## config.mk

```make
export PLATFORM = sky130hd
export DESIGN_NAME = mem_bus_arbiter
export DESIGN_NICKNAME = d
export VERILOG_FILES = /design/src/rtl/cpu_pkg.sv /design/src/rtl/mem_bus_arbiter_rr_pick2.sv /design/src/rtl/mem_bus_arbiter.sv
export SDC_FILE = /design/constraint.sdc
export NUM_CORES = 1
export LEC_CHECK = 0
export ABC_CLOCK_PERIOD_IN_PS = 3550
export CAP_MARGIN = 20
export CORE_ASPECT_RATIO = 1.1
export CORE_MARGIN = 2
export CORE_UTILIZATION = 30
export DETAILED_ROUTE_END_ITERATION = 8
export PLACE_DENSITY = 0.85
export SKIP_LAST_GASP = 1
export SLEW_MARGIN = 10
export SYNTH_ARGS = -nofsm -noshare
export SYNTH_HDL_FRONTEND = slang
export SYNTH_SLANG_ARGS = --single-unit
```

## constraint.sdc

```tcl
create_clock -name clk -period 3.55 [get_ports clk]
set_clock_uncertainty 0.2 [all_clocks]
set_input_delay 0.5325 -clock clk [delete_from_list [all_inputs] [get_ports clk]]
set_output_delay 0.5325 -clock clk [all_outputs]
set_load 0.005 [all_outputs]
```

## src/rtl/cpu_pkg.sv

```systemverilog
// Definitions shared by the dual-core CPU blocks.
// Covers the bus widths and the memory arbiter state encoding.
package cpu_pkg;

    localparam int ADDR_W = 8;
    localparam int DATA_W = 8;

    typedef enum logic [1:0] {
        ARB_IDLE = 2'd0,
        ARB_OWN0 = 2'd1,
        ARB_OWN1 = 2'd2
    } arb_state_t;

endpackage

```

## src/rtl/mem_bus_arbiter_rr_pick2.sv

```systemverilog
// Two-way round-robin picker.
// pick=1 selects core 1; on a tie the core that did not own the bus last wins.
module rr_pick2 (
    input  logic req0,
    input  logic req1,
    input  logic last,
    output logic pick
);

    assign pick = (req0 & req1) ? ~last : req1;

endmodule

```

## src/rtl/mem_bus_arbiter.sv

```systemverilog
// Shared byte-memory arbiter for the two cores.
// A core keeps the port across back-to-back requests, up to MAX_BURST grants while the other core waits.
module mem_bus_arbiter #(
    parameter int ADDR_W    = cpu_pkg::ADDR_W,
    parameter int DATA_W    = cpu_pkg::DATA_W,
    parameter int MAX_BURST = 4
) (
    input  logic              clk,
    input  logic              reset,
    input  logic              rd0,
    input  logic              wr0,
    input  logic [ADDR_W-1:0] addr0,
    input  logic [DATA_W-1:0] wdata0,
    input  logic              rd1,
    input  logic              wr1,
    input  logic [ADDR_W-1:0] addr1,
    input  logic [DATA_W-1:0] wdata1,
    output logic              grant0,
    output logic              grant1,
    output logic [DATA_W-1:0] rdata,
    output logic [ADDR_W-1:0] mem_addr,
    output logic [DATA_W-1:0] mem_wdata,
    output logic              mem_re,
    output logic              mem_we,
    input  logic [DATA_W-1:0] mem_rdata
);

    localparam int CNT_W = (MAX_BURST > 1) ? $clog2(MAX_BURST) : 1;
    localparam logic [CNT_W-1:0] CNT_MAX = CNT_W'(MAX_BURST - 1);

    cpu_pkg::arb_state_t state_q, state_d;
    logic [CNT_W-1:0]    cnt_q, cnt_d;
    logic                last_q, last_d;
    logic                req0, req1, pick;

    assign req0   = rd0 | wr0;
    assign req1   = rd1 | wr1;
    assign grant0 = (state_q == cpu_pkg::ARB_OWN0) & req0;
    assign grant1 = (state_q == cpu_pkg::ARB_OWN1) & req1;
    assign rdata  = mem_rdata;

    rr_pick2 u_pick (
        .req0 (req0),
        .req1 (req1),
        .last (last_q),
        .pick (pick)
    );

    always_comb begin
        state_d = state_q;
        cnt_d   = cnt_q;
        last_d  = last_q;
        case (state_q)
            cpu_pkg::ARB_IDLE: begin
                if (req0 | req1) begin
                    state_d = pick ? cpu_pkg::ARB_OWN1 : cpu_pkg::ARB_OWN0;
                    last_d  = pick;
                    cnt_d   = '0;
                end
            end
            cpu_pkg::ARB_OWN0: begin
                // Dropping the request releases the bus at this edge, even for one cycle.
                if (!req0) begin
                    cnt_d   = '0;
                    state_d = req1 ? cpu_pkg::ARB_OWN1 : cpu_pkg::ARB_IDLE;
                    if (req1) last_d = 1'b1;
                end else if (cnt_q == CNT_MAX && req1) begin
                    state_d = cpu_pkg::ARB_OWN1;
                    last_d  = 1'b1;
                    cnt_d   = '0;
                end else if (cnt_q != CNT_MAX) begin
                    cnt_d = cnt_q + 1'b1;
                end
            end
            cpu_pkg::ARB_OWN1: begin
                if (!req1) begin
                    cnt_d   = '0;
                    state_d = req0 ? cpu_pkg::ARB_OWN0 : cpu_pkg::ARB_IDLE;
                    if (req0) last_d = 1'b0;
                end else if (cnt_q == CNT_MAX && req0) begin
                    state_d = cpu_pkg::ARB_OWN0;
                    last_d  = 1'b0;
                    cnt_d   = '0;
                end else if (cnt_q != CNT_MAX) begin
                    cnt_d = cnt_q + 1'b1;
                end
            end
            default: begin
                state_d = cpu_pkg::ARB_IDLE;
                cnt_d   = '0;
            end
        endcase
    end

    // last resets to core 1 so core 0 wins the first tie.
    always_ff @(posedge clk) begin
        if (reset) begin
            state_q <= cpu_pkg::ARB_IDLE;
            cnt_q   <= '0;
            last_q  <= 1'b1;
        end else begin
            state_q <= state_d;
            cnt_q   <= cnt_d;
            last_q  <= last_d;
        end
    end

    always_comb begin
        mem_addr  = '0;
        mem_wdata = '0;
        mem_we    = 1'b0;
        mem_re    = 1'b0;
        if (grant0) begin
            mem_addr  = addr0;
            mem_wdata = wdata0;
            mem_we    = wr0;
            mem_re    = rd0 & ~wr0;
        end else if (grant1) begin
            mem_addr  = addr1;
            mem_wdata = wdata1;
            mem_we    = wr1;
            mem_re    = rd1 & ~wr1;
        end
    end

endmodule

```

==> results.cfg <==
[run_status]
run_status = completed

[setup_path]
start_kind = input port
crit_path_frequent_cell = clkdlybuf4s50_1
cp.required_ns = 2.82
worstSetupPathType = in -> out
worst_ep_arrival_time_ns = 2.42
critPathSlowestCell = clkdlybuf4s50_1
end_kind = output port
path_delay_family = buffers and inverters
cp_num_buf_inv = 3
path_cells = clkdlybuf4s50_1 -> o21a_1 -> and2_1 -> buf_4 -> a22o_1 -> clkdlybuf4s50_1
critPathMaxStageDelay_ns = 0.65
path_max_fanout = 16

[timing]
finalSetupTns_ns = 0
slew_viol_final = 0
rsz0062_at_grt = no
period_needed_ns = 3.15
max_freq_mhz = 317
tightest_slew_ns = 0.476
relSlewSlack = 0.680
hold_viol_final = 0
post-route-period-util = 0.888
setup_viol = 0

[synthesis]
yosysSeqAreaShare = 0.147
synth_edf_count = 0
synth_area_um2 = 682
synth_nets = 132
ys_types = 33
synth-seq-cells = 5
postSynth.asyncResetShare = 0
ys_warn_count = 0
synthCells = 82
dominantRegCellSynth = dfxtp_1
synth_area_per_cell_um2 = 8.32

[clock_network]
cts_tree = built
clk_latency_ns = 0.24
ctsRootBufferMaster = clkbuf_4
h-tree-depth = 1
cts_resized = 0
cts_sinks = 5
cts_buffers = 3
clkTransAtPathRegs_ns = 0.05
hold_buffers = 0
post-cts-setup-buffers = 0
cts_buffer_depth = 2

[power]
power_switching_share = 0.385
peakVddDrop_uv = 510
p_per_area_nw_per_um2 = 561
power.switching_mw = 0.269
seqPwrFrac = 0.128
p_comb_frac = 0.778
totalPowerFinal_mw = 0.699
clkPwrFrac = 0.094
p_leak_nw = 0.471
p_int_mw = 0.430

[placement]
finalWeightedCongestion = 0.843
portBuffers = 57
post-dp-hpwl_um = 2080

[global_routing]
gr-total-overflow = 0
antenna_found_initial = 0
grt_pass1_wl_um = 3910
grt_usage = 0.193
grt_max_degree = 20
grt_pass1_vias = 788

[final_layout]
area_growth_pct = 82.9
layout.nets = 184
drive_gt1_frac = 0.0752
n_antenna_cell = 0

[floorplanning]
die_w_um = 49.5
dieHeight_um = 54.0
die-area_um2 = 2670
initial_core_util = 0.309
io-pin-count = 74
core_area_um2 = 2210
row_count = 18

[detailed_routing]
drcViolationCount = 0
drt_wl_total_um = 2460
num_vias = 854
wl_per_cell_um = 15.1
first_iter_violations = 15
dr.pass1.iters = 4
ant_nets = 0
viasPerCell = 5.24

[min_path]
min_path_type = reg -> reg

[job]
cap_violations = 0
## path summary, 6_finish.rpt
check / from / to / slack (ns) / cells after the start
worst min-delay path: cnt_q[0] / cnt_q[0] / 0.33 / 2
worst max register to register: state_q[1] / last_q / 1.62 / 7
worst min register to register: cnt_q[0] / cnt_q[0] / 0.33 / 2
worst max-delay path: wr1 / mem_addr[5] / 0.40 / 6
## layer usage
| metal | up-vias | routed length, um | part of all wire | global-route usage |
|---|---|---|---|---|
| met5 | - | 0 | 0 | 0 |
| met4 | 0 | 34 | 0.014 | 0.0463 |
| met3 | 4 | 316 | 0.13 | 0.0944 |
| met2 | 55 | 1150 | 0.47 | 0.342 |
| met1 | 378 | 959 | 0.39 | 0.210 |
| li1 | 417 | - | - | - |
## cells in the final DEF, fill, tap and decap left out, types with 2 or more instances in the layout
master	instances
nand3_1	2
inv_1	3
clkbuf_4	3
a211oi_1	2
a21oi_1	5
nor3b_1	2
nand2_1	4
a21o_1	3
a22o_1	16
ha_1	4
clkdlybuf4s50_1	57
o21ai_0	4
dfxtp_1	5
nor2_1	3
## cells in the mapped netlist, types with 2 or more instances
cell / instances / area share
a22o_1: 16 / 0.21
a211oi_1: 2 / 0.022
a21o_1: 3 / 0.033
o21ai_0: 4 / 0.029
buf_4: 9 / 0.099
nor2_1: 3 / 0.017
nor3b_1: 2 / 0.022
a21oi_1: 5 / 0.037
nand2_1: 4 / 0.022
inv_1: 3 / 0.017
dfxtp_1: 5 / 0.15
ha_1: 4 / 0.073
nand3_1: 2 / 0.015
## tightest hold or removal path: stages (launching register included)
cell	delay, ns
dfxtp_1	0.33
nand3_1	0.08
a21oi_1	0.06
## power groups by stage
| stage | clock [mW] | combinational, mW | sequential [mW] |
|---|---|---|---|
| after global placement | 0 | 0.535 | 0.0887 |
| after detailed placement | 0 | 0.543 | 0.0900 |
| after CTS | 0.0690 | 0.544 | 0.0889 |
| after global routing | 0.0755 | 0.589 | 0.0914 |
| final | 0.0657 | 0.544 | 0.0893 |
| after floorplan | 0 | 0.310 | 0.0857 |
## stage by stage
step	util	instance area [um2]	hold WS [ns]	setup slack (ns)	cells
2_1_floorplan	-	682	0.272	1.39	82
3_3_place_gp	0.553	1220	0.306	0.416	159
3_5_place_dp	0.553	1220	0.332	0.411	159
4_1_cts	0.565	1250	0.336	0.398	163
5_1_grt	0.565	1250	0.351	0.276	163
6_report	0.565	1250	0.328	0.399	163
## logic make-up after synthesis
| group | synth area share |
|---|---|
| flops | 0.147 |
| mux | 0.0147 |
| buf+inv | 0.138 |
| fa+ha+maj | 0.0734 |
| compound gates | 0.484 |
| simple gates | 0.143 |
## flip-flops by register name, summed over array words and instances, names as in the netlist
register,count
state_q,2
last_q,1
cnt_q,2
## final cells by class
type	count	area, um2
timing repair buffer	58	578
sequential	5	100
inverter	4	17.5
fill	195	960
tap	30	37.5
clock buffer	4	26.3
multi-input combinational	62	488
(Power assumes the default switching activity.)
